$ cat src/rtl/fb_pingpong_ctrl.sv
// Ping-pong frame-buffer sequencer: steers capture writes into the back bank
// and swaps banks only when both the captured frame and the reader are at a frame boundary.
module fb_pingpong_ctrl #(
  parameter int c_nb_img_pxls = 13,
  parameter int c_img_pxls    = 4800,
  parameter int c_nb_drop     = 8
) (
  input  logic                     clk,
  input  logic                     rst,
  input  logic                     config_done,
  input  logic                     freeze,
  input  logic                     cap_we,
  input  logic [c_nb_img_pxls-1:0] cap_addr,
  input  logic                     disp_frame_start,
  input  logic                     disp_frame_end,
  output logic                     wea_bank0,
  output logic                     wea_bank1,
  output logic                     rd_bank,
  output logic                     wr_bank,
  output logic                     frame_ready,
  output logic [1:0]               state,
  output logic [c_nb_drop-1:0]     drop_cnt
);

  localparam logic [1:0] S_INIT     = 2'd0;
  localparam logic [1:0] S_WAIT_SOF = 2'd1;
  localparam logic [1:0] S_CAPTURE  = 2'd2;
  localparam logic [1:0] S_HOLD     = 2'd3;

  localparam logic [c_nb_img_pxls-1:0] c_first_addr = {c_nb_img_pxls{1'b0}};
  localparam logic [c_nb_img_pxls-1:0] c_last_addr  = c_nb_img_pxls'(c_img_pxls - 1);
  localparam logic [c_nb_drop-1:0]     c_drop_max   = {c_nb_drop{1'b1}};
  localparam logic [c_nb_drop-1:0]     c_drop_one   = {{(c_nb_drop-1){1'b0}}, 1'b1};

  logic [1:0]           state_q, state_d;
  logic                 wr_bank_q, wr_bank_d;
  logic                 rd_bank_q, rd_bank_d;
  logic                 disp_busy_q, disp_busy_d;
  logic                 frame_ready_q, frame_ready_d;
  logic [c_nb_drop-1:0] drop_cnt_q, drop_cnt_d;

  logic sof_s, eof_s, swap_ok_s, cap_accept_s, swap_s, drop_inc_s;
  logic wea0_s, wea1_s;

  assign sof_s     = cap_we & (cap_addr == c_first_addr);
  assign eof_s     = cap_we & (cap_addr == c_last_addr);
  // An end pulse in the same cycle frees the reader bank in time for a swap.
  assign swap_ok_s = ~disp_busy_q | disp_frame_end;

  // State and bookkeeping registers.
  always_ff @(posedge clk or posedge rst) begin
    if (rst) begin
      state_q       <= S_INIT;
      wr_bank_q     <= 1'b0;
      rd_bank_q     <= 1'b1;
      disp_busy_q   <= 1'b0;
      frame_ready_q <= 1'b0;
      drop_cnt_q    <= {c_nb_drop{1'b0}};
    end else begin
      state_q       <= state_d;
      wr_bank_q     <= wr_bank_d;
      rd_bank_q     <= rd_bank_d;
      disp_busy_q   <= disp_busy_d;
      frame_ready_q <= frame_ready_d;
      drop_cnt_q    <= drop_cnt_d;
    end
  end

  // Next-state logic.
  always_comb begin
    state_d = state_q;
    case (state_q)
      S_INIT: begin
        if (config_done) state_d = S_WAIT_SOF;
        else             state_d = S_INIT;
      end
      S_WAIT_SOF: begin
        if (sof_s && !freeze) state_d = S_CAPTURE;
        else                  state_d = S_WAIT_SOF;
      end
      S_CAPTURE: begin
        if (eof_s) begin
          if (swap_ok_s) state_d = S_WAIT_SOF;
          else           state_d = S_HOLD;
        end else begin
          state_d = S_CAPTURE;
        end
      end
      S_HOLD: begin
        if (swap_ok_s) state_d = S_WAIT_SOF;
        else           state_d = S_HOLD;
      end
      default: state_d = S_INIT;
    endcase
  end

  // Per-state outputs: write gating, swap and drop events.
  always_comb begin
    cap_accept_s = 1'b0;
    swap_s       = 1'b0;
    drop_inc_s   = 1'b0;
    case (state_q)
      S_INIT: begin
        cap_accept_s = 1'b0;
      end
      S_WAIT_SOF: begin
        cap_accept_s = sof_s & ~freeze;
      end
      S_CAPTURE: begin
        cap_accept_s = 1'b1;
        if (eof_s) begin
          swap_s = swap_ok_s;
        end else begin
          drop_inc_s = sof_s;
        end
      end
      S_HOLD: begin
        swap_s     = swap_ok_s;
        drop_inc_s = sof_s;
      end
      default: begin
        cap_accept_s = 1'b0;
      end
    endcase
    // Explicit reset gating keeps the RAM strobes low for the whole reset pulse.
    wea0_s = ~rst & cap_accept_s & cap_we & ~wr_bank_q;
    wea1_s = ~rst & cap_accept_s & cap_we &  wr_bank_q;
  end

  // Bank pointers, reader tracking and drop counter next values.
  always_comb begin
    wr_bank_d     = wr_bank_q;
    rd_bank_d     = rd_bank_q;
    frame_ready_d = frame_ready_q;
    drop_cnt_d    = drop_cnt_q;
    if (swap_s) begin
      rd_bank_d     = wr_bank_q;
      wr_bank_d     = ~wr_bank_q;
      frame_ready_d = 1'b1;
    end else begin
      frame_ready_d = frame_ready_q;
    end
    if (drop_inc_s && (drop_cnt_q != c_drop_max)) begin
      drop_cnt_d = drop_cnt_q + c_drop_one;
    end else begin
      drop_cnt_d = drop_cnt_q;
    end
    if (disp_frame_start)    disp_busy_d = 1'b1;
    else if (disp_frame_end) disp_busy_d = 1'b0;
    else                     disp_busy_d = disp_busy_q;
  end

  assign wea_bank0   = wea0_s;
  assign wea_bank1   = wea1_s;
  assign rd_bank     = rd_bank_q;
  assign wr_bank     = wr_bank_q;
  assign frame_ready = frame_ready_q;
  assign state       = state_q;
  assign drop_cnt    = drop_cnt_q;

endmodule

$ cat config.mk
export PLATFORM = sky130hd
export DESIGN_NAME = fb_pingpong_ctrl
export DESIGN_NICKNAME = d
export VERILOG_FILES = /design/src/rtl/fb_pingpong_ctrl.sv
export SDC_FILE = /design/constraint.sdc
export NUM_CORES = 1
export LEC_CHECK = 0
export CAP_MARGIN = 20
export CORE_MARGIN = 4
export CORE_UTILIZATION = 46
export CTS_BUF_LIST = sky130_fd_sc_hd__clkbuf_4
export DETAILED_ROUTE_END_ITERATION = 8
export PLACE_DENSITY = 0.89
export SLEW_MARGIN = 10
export SYNTH_ARGS = -nofsm -noshare
export SYNTH_HDL_FRONTEND = slang
export SYNTH_SLANG_ARGS = --single-unit
$ cat constraint.sdc
create_clock -name clk -period 3.9 [get_ports clk]
set_input_delay 0.39 -clock clk [delete_from_list [all_inputs] [get_ports clk]]
set_output_delay 0.39 -clock clk [all_outputs]
set_load 0.02 [all_outputs]
# Word level (Yosys, flattened, before mapping)
# Cells that the tools add are included.
[classes] add_sub_neg=1 eq_ne=5 n_mux=12 bitwise=12 n_reduce_logical=6
[ops] cell="equality test 13 bit (second input constant)" n=1
[ops] cell="zero test 13 bit" n=1
[ops] cell="adder 8 x 1 -> 8 bit (second input constant)" n=1
[ops] cell="!= test 8 bit (second input constant)" n=1
[ops] cell="one-hot mux 2 bit (4 select lines)" n=1
[ops] cell="AND 1 bit" n=7
[ops] cell="two-way mux 2 bit" n=3
[ops] cell="one-hot mux 1 bit (2 select lines)" n=3
[ops] cell="two-way mux 1 bit" n=5
[ops] cell="equality test 2 bit (second input constant)" n=2
[ops] cell="inverter 1 bit" n=4
[ops] cell="equality test 2 x 1 -> 1 bit (second input constant)" n=1
[ops] cell="logical AND 1 bit" n=2
[ops] cell="zero test 2 bit" n=1
[ops] cell="nonzero test 2 bit" n=1
[ops] cell="zero test 1 bit" n=1
[ops] cell="OR 1 bit" n=1
[totals] reg_bits=14 word_cells=42

# Longest topological paths before layout
# Gate-level depths: netlist of run 1.
[logic_depth] ltp_word=7 depth_mapped=6 mapped_depth_nobuf=6

# Worst setup path after synthesis of run 1
# Ideal clock, no wire load.
[synth_timing] kind="input-to-output" start="input cap_addr[0]" end="output wea_bank1" t_arrival_ps=1675 required_time_ps=3510 slack_ps=1835 stages=5 path_buffers=0 cell_sequence="nor4b_1 nand4_1 nor2_2 nand2_2 a2111oi_2"
[synth_between] elab_chain_len=7
[synth_lines] element="start, declared" line="13" rtl="input logic [c_nb_img_pxls-1:0] cap_addr,"
[synth_lines] element="zero test 13 bit" line="45" rtl="assign sof_s = cap_we & (cap_addr == c_first_addr);"
[synth_lines] element="AND 1 bit" line="45"
[synth_lines] element="AND 1 bit" line="107" rtl="cap_accept_s = sof_s & ~freeze;"
[synth_lines] element="one-hot mux 1 bit (2 select lines)" line="102" rtl="case (state_q)"
[synth_lines] element="AND 1 bit (3 in a row)" line="127" rtl="wea1_s = ~rst & cap_accept_s & cap_we & wr_bank_q;"
[synth_lines] element="end, declared" line="17" rtl="output logic wea_bank1,"
# No other way between the ends.

# Final worst setup path of run 1
[layout_timing] start="input cap_we" end="output wea_bank1"
[layout_between] elab_chain_len=6
[layout_lines] element="start, declared" line="12" rtl="input logic cap_we,"
[layout_lines] element="AND 1 bit" line="45"
[layout_lines] element="AND 1 bit" line="107"
[layout_lines] element="one-hot mux 1 bit (2 select lines)" line="102"
[layout_lines] element="AND 1 bit" line="127"
[layout_lines] element="AND 1 bit * (2 in a row)" line="127"
# Every way passes the cells marked *; elsewhere a longest branch is shown, timed or not.

==> flow_metrics.py, run 1 <==
metrics = {
    "place": {
        "port_buffers": 34,
        "gp_congestion": 0.824,
        "dp_slack_ns": 0.821,
        "placed_area_sq_um": 1200,
        "place_hpwl_um": 1870,
    },
    "logic_synthesis": {
        "synth_top_area_share_pct": 39.3,
        "avgSynthCellArea_sq_um": 10.8,
        "syn_nets": 102,
        "yosysUniqueCellTypes": 30,
        "synthTopCellsByArea": "dfrtp_1, ha_1, xnor2_1",
        "synth_cells": 77,
        "synth-main-ff-cell": "dfrtp_1",
        "async_flop_share_pct": 100,
        "synth.yosys.warnings": 0,
        "synth_enable_flop_cells": 0,
        "synth_seq_cells": 14,
        "ys_seq_area_share_pct": 42.4,
        "syn_area_sq_um": 828,
        "synth_largest_area_cell": "dfrtp_1",
    },
    "timing": {
        "fmax_ghz": 0.323,
        "fin_crit_sh_pct": 79.4,
        "rsz0062_at_grt": "no",
        "fin_ws_ns": 0.803,
        "slew_viol_final": 0,
        "setup_violations": 0,
        "clock_skew_ns": 0.00292,
        "fin_crit_ns": 3.10,
        "tightestPinTransition_ns": 0.547,
        "tns_ns": 0,
        "max_slew_margin_pct": 63.5,
        "hold_viol": 0,
    },
    "clocking": {
        "insertion_delay_ns": 0.29,
        "numCtsBuffers": 3,
        "post_cts_buffers": 0,
        "cts.sinks": 14,
        "ctsResizeCount": 0,
        "htreeDepth": 1,
        "cts_hold_buf": 0,
        "cts_max_path_buffers": 2,
        "cts_tree": "built",
        "clk_pin_slew_ns": 0.08,
        "root_buffer": "clkbuf_4",
    },
    "critical_path": {
        "cp.required_ns": 3.51,
        "crit_path_end_kind": "output port",
        "cp-start-kind": "primary input",
        "rr_startpoint": "state[0]$_DFF_PP0_",
        "r2r_cells": 5,
        "crit_arrival_ns": 2.71,
        "r2r_slack_ns": 2.16,
        "critPathKind": "primary input to output port",
        "cp_max_fo": 4,
        "r2r_end": "drop_cnt[1]$_DFFE_PP0P_",
    },
    "global_routing": {
        "overflow": 0,
        "grt_pass1_wl_um": 3910,
        "antenna_found_initial": 0,
        "grt.busiest_layer": "met2",
        "grt_usage_pct": 20.6,
        "grt_use_met3_pct": 5.04,
        "use_met2_pct": 34.8,
        "grt_start_max_net_pins": 15,
        "grt_pass1_vias": 855,
        "met1_usage_pct": 24.4,
    },
    "drt": {
        "first_pass_iters": 5,
        "wl_per_cell_um": 16.5,
        "ant_nets": 0,
        "viasPerCell": 5.52,
        "drt_iter0_drc": 5,
        "drc": 0,
        "vias": 773,
        "routed_wl_um": 2310,
    },
    "floorplanning": {
        "core_sq_um": 1710,
        "start_util_pct": 48.5,
        "floorplan.die_area_sq_um": 2540,
        "num_rows": 15,
        "io_pins": 35,
        "dieWidth_um": 50.4,
        "die_h_um": 50.4,
    },
    "hold_path": {
        "min_from": "frame_ready$_DFFE_PP0P_",
        "hold_end": "frame_ready$_DFFE_PP0P_",
        "min_path_cells": 1,
        "hold_path_class": "flip-flop to flip-flop",
    },
    "job": {
        "drv_cap": 0,
    },
    "outcome": {
        "status": "finished clean",
    },
    "final_layout": {
        "syn_to_final_growth_pct": 48.0,
        "drive_above_1_share_pct": 12.2,
        "fin_nets": 141,
        "n_fill_cell": 125,
        "fin_area_sq_um": 1230,
        "diodes": 0,
    },
    "power": {
        "power.density_nw_per_um2": 271,
        "power_leakage_nw": 0.481,
        "peakVddDrop_uv": 232,
    },
}
power breakdown:
group / internal, mW / total, mW / switching, mW
combinational: 0.0436 / 0.0876 / 0.0439
clock: 0.0372 / 0.0875 / 0.0502
sequential: 0.151 / 0.157 / 0.00643
cell usage after synthesis, types with 2 or more instances:
master     n
mux2_2     2
inv_1      5
nand4_1    4
nor2_1     4
a21oi_1    2
nor3_1     3
nand2b_1   4
xor2_1     2
nand4b_1   2
nand3_1    5
xnor2_1    6
ha_1       5
nand2_1    4
dfrtp_1   13
cells by family (layout without fill, tap and decap cells):
group                      Yosys count  after routing  synth area share [%]
buffers and inverters                5             43                  2.27
xor gates and xnor gates             8              8                  8.46
adders and majority gates            5              5                  7.55
and+or+nand+nor                     35             35                  26.6
AOI/OAI and AO/OA                    8              8                  9.97
muxes                                2              2                  2.72
DFF                                 14             14                  42.4
per-stage QoR:
step	hold WS, ns	std cells	util, %	power (mW)
3_3_place_gp	0.452	136	70.3	0.242
3_5_place_dp	0.462	136	70.3	0.248
4_1_cts	0.483	140	71.8	0.334
2_1_floorplan	0.279	77	-	0.201
6_report	0.485	140	71.8	0.332
5_1_grt	0.494	140	71.8	0.349
cell type report:
cell class              instances  area [sq um]  share of cell area (%)
well taps                      25          31.3                    2.55
clock buffers                   3          22.5                    1.84
flip-flops and latches         14           352                    28.7
inverters                       5          18.8                    1.53
clock inverters                 1          3.75                   0.306
repair buffers                 34           340                    27.8
multi-input cells              58           458                    37.3
cells in the final DEF, fill, tap and decap left out:
master	netlist	final
clkdlybuf4s50_1	0	34
dfrtp_1	13	13
xnor2_1	6	6
nand3_1	5	5
inv_1	5	5
ha_1	5	5
nand4_1	4	4
nor2_1	4	4
nand2_1	4	4
nand2b_1	4	4
nor3_1	3	3
clkbuf_4	0	3
nand4b_1	2	2
mux2_2	2	2
xor2_1	2	2
a21oi_1	2	2
nor4_1	1	1
a31oi_1	1	1
nor2b_1	1	1
o22ai_1	1	1
nor4_4	1	1
nor4_2	1	1
nor4b_1	1	1
and4_1	1	1
a31o_2	1	1
nor2_2	1	1
nand2_2	1	1
o221ai_1	1	1
a2111oi_4	1	1
a2111oi_2	1	1
or2_2	1	1
clkinv_1	0	1
dfstp_2	1	1
worst max path at each step:
stage / startpoint / endpoint / slack (ns) / cells after the start
after floorplan: cap_addr[0] / wea_bank1 / 1.84 / 5
after CTS: cap_we / wea_bank1 / 0.82 / 7
after global routing: cap_addr[6] / wea_bank1 / 0.73 / 7
after global placement: cap_we / wea_bank1 / 0.92 / 7
final: cap_we / wea_bank1 / 0.80 / 7
after detailed placement: cap_we / wea_bank1 / 0.82 / 7
sequential cells by signal (all words and copies together), names as in the netlist:
| register | count |
|---|---|
| state | 2 |
| drop_cnt | 8 |
| disp_busy_q | 1 |
| wr_bank | 1 |
| rd_bank | 1 |
| frame_ready | 1 |
worst max-delay path: stages:
cell	delay [ns]
clkdlybuf4s50_1	0.53
nor4b_1	0.26
nand4_1	0.22
nor2_2	0.17
nand2_2	0.11
a2111oi_2	0.36
clkdlybuf4s50_1	0.66
routing by layer:
metal,wire [um],share of wire [%]
met5,0,0
met4,43,1.9
met3,130,5.6
met2,1240,54
met1,900,39
(Power assumes the default switching activity.)
==> run 2: changes to the inputs <==
--- a/config.mk
+++ b/config.mk
@@ -7,10 +7,10 @@
 export LEC_CHECK = 0
 export CAP_MARGIN = 20
 export CORE_MARGIN = 4
-export CORE_UTILIZATION = 46
+export CORE_UTILIZATION = 43
 export CTS_BUF_LIST = sky130_fd_sc_hd__clkbuf_4
 export DETAILED_ROUTE_END_ITERATION = 8
-export PLACE_DENSITY = 0.89
+export PLACE_DENSITY = 0.84
 export SLEW_MARGIN = 10
 export SYNTH_ARGS = -nofsm -noshare
 export SYNTH_HDL_FRONTEND = slang
==> constraint.sdc (replaced) <==
create_clock -name clk -period 3 [get_ports clk]
set_input_delay 0.3 -clock clk [delete_from_list [all_inputs] [get_ports clk]]
set_output_delay 0.3 -clock clk [all_outputs]
set_load 0.02 [all_outputs]
==> run 2 against run 1 <==
  * Critical path depth unchanged
  * Clock power increased by 20%
  * Die area increased by 5.9%
  * Via count is 3.8% lower
  * Sequential share of layout area is 0.17 points lower
  * Worst hold slack worse by 0.017 ns
  * Final cell count up 0.71%
  * Register-to-register slack worse by 0.86 ns
  * Utilization down 2.6 points
  * Critical path type unchanged
==> flow_metrics.py, run 2 (synthesized netlist as in run 1, its figures left out) <==
metrics = {
    "critical_path": {
        "cp.depth": 7,
        "slowest_delay_ns": 0.66,
        "crit_path_top_delay_cell": "clkdlybuf4s50_1",
        "critPathBufInv": 2,
        "crit_arrival_ns": 2.58,
        "cp-start-kind": "primary input",
        "crit_family": "buffers and inverters",
        "r2r_cells": 5,
        "crit_path_end_kind": "output port",
        "cp_max_fo": 3,
        "worstPathCellList": "clkdlybuf4s50_1 -> nor4_4 -> nand4_1 -> nor2_2 -> nand2_2 -> a2111oi_4 -> clkdlybuf4s50_1",
        "r2r_slack_ns": 1.30,
        "critPathKind": "primary input to output port",
        "cp.required_ns": 2.70,
        "cpMostUsedCell": "clkdlybuf4s50_1",
    },
    "final_layout": {
        "fin_area_sq_um": 1230,
        "largest_register_ffs": 8,
        "layout_common_cells": "clkdlybuf4s50_1, dfrtp_1, xnor2_1",
        "syn_to_final_growth_pct": 48.9,
        "final_common_cell": "clkdlybuf4s50_1",
        "finalCoreUtilization_pct": 69.2,
        "drive_above_1_share_pct": 12.9,
        "diodes": 0,
        "fin_nets": 142,
    },
    "global_routing": {
        "grt_pass1_wl_um": 3340,
        "grt_usage_pct": 16.3,
        "antenna_found_initial": 0,
        "grt_start_max_net_pins": 15,
        "grt_pass1_vias": 770,
        "overflow": 0,
    },
    "timing": {
        "fmax_ghz": 0.347,
        "clock_skew_ns": 0.00836,
        "rsz0062_at_grt": "no",
        "tns_ns": 0,
        "setup_violations": 0,
        "fin_crit_sh_pct": 96.1,
        "hold_viol": 0,
        "tightestPinTransition_ns": 0.525,
        "slew_viol_final": 0,
        "holdWs_ns": 0.467,
        "fin_crit_ns": 2.88,
        "max_slew_margin_pct": 64.9,
    },
    "power": {
        "clock_power_share_pct": 25.1,
        "sw_frac_of_total_pct": 28.3,
        "p_seq_share_pct": 48.5,
        "power.density_nw_per_um2": 340,
        "p_sw_mw": 0.119,
        "peakVddDrop_uv": 248,
        "p_int_mw": 0.301,
        "p_comb_share_pct": 26.4,
        "power_mw": 0.420,
        "power_leakage_nw": 0.486,
    },
    "place": {
        "place_hpwl_um": 1660,
        "port_buffers": 34,
        "placed_area_sq_um": 1210,
        "gp_congestion": 0.769,
    },
    "floorplanning": {
        "num_rows": 15,
        "die_h_um": 51.9,
        "io_pins": 35,
        "dieWidth_um": 51.9,
        "start_util_pct": 46.5,
        "floorplan.die_area_sq_um": 2690,
        "core_sq_um": 1780,
    },
    "drt": {
        "ant_nets": 0,
        "drt_iter0_drc": 10,
        "first_pass_iters": 4,
        "routed_wl_um": 2050,
        "viasPerCell": 5.28,
        "wl_per_cell_um": 14.5,
        "vias": 744,
        "drc": 0,
    },
    "hold_path": {
        "hold_path_class": "flip-flop to flip-flop",
        "min_path_cells": 1,
    },
    "clocking": {
        "cts_hold_buf": 0,
        "cts_tree": "built",
        "cts_max_path_buffers": 2,
        "cts.sinks": 14,
        "post_cts_buffers": 0,
        "ctsResizeCount": 0,
        "root_buffer": "clkbuf_4",
        "clk_pin_slew_ns": 0.08,
        "insertion_delay_ns": 0.28,
        "numCtsBuffers": 3,
        "htreeDepth": 1,
    },
    "outcome": {
        "status": "finished clean",
    },
    "job": {
        "drv_cap": 0,
    },
}
-- run 2: cell types whose count changed in the layout (fill, tap and decap cells not counted) --
cell	delta
buf_4	+1
-- run 2: cell type report --
cell class | count | area, sq um
fill | 142 | 549
multi-input combinational | 58 | 458
sequential | 14 | 352
timing repair buffer | 35 | 348
tap | 25 | 31.3
clock buffer | 3 | 22.5
inverter | 5 | 18.8
clock inverter | 1 | 3.75
-- run 2: routing by layer --
| metal | share of wire, % | GRT usage [%] | wire length, um | up-vias |
|---|---|---|---|---|
| met5 | 0 | 0 | 0 | - |
| met4 | 0.78 | 6.99 | 16 | 0 |
| met3 | 7.6 | 2.58 | 156 | 2 |
| met2 | 48 | 28.2 | 985 | 28 |
| met1 | 43 | 19.7 | 888 | 352 |
| li1 | - | - | - | 362 |
-- run 2: worst register-to-register path, stage by stage, from the launching register on --
cell and delay (ns):
dfrtp_1 0.42, ha_1 0.27, nand3_1 0.08, o22ai_1 0.09, nor2_1 0.35, mux2_2 0.38
-- run 2: worst paths after layout --
| check | start | to |
|---|---|---|
| setup reg to reg | drop_cnt[0]$_DFFE_PP0P_ | drop_cnt[1]$_DFFE_PP0P_ |
| max in group asynchronous | rst | rd_bank$_DFFE_PP1P_ |
| hold / removal | frame_ready$_DFFE_PP0P_ | frame_ready$_DFFE_PP0P_ |
| hold reg to reg | frame_ready$_DFFE_PP0P_ | frame_ready$_DFFE_PP0P_ |
| setup / recovery | cap_addr[5] | wea_bank0 |
| min in group asynchronous | rst | state[0]$_DFF_PP0_ |
-- run 2: metrics by stage --
stage          instances  setup slack [ns]
5_1_grt              141           0.00484
2_1_floorplan         77              1.12
3_3_place_gp         137             0.197
4_1_cts              141             0.102
6_report             141             0.116
3_5_place_dp         137             0.113
-- run 2: power groups by stage --
stage               clock (mW)  sequential (mW)  combinational, mW
floorplan                    0            0.215             0.0462
global placement             0            0.207              0.108
detailed placement           0            0.208              0.111
CTS                      0.110            0.204              0.112
global route             0.119            0.205              0.120
finish                   0.105            0.204              0.111
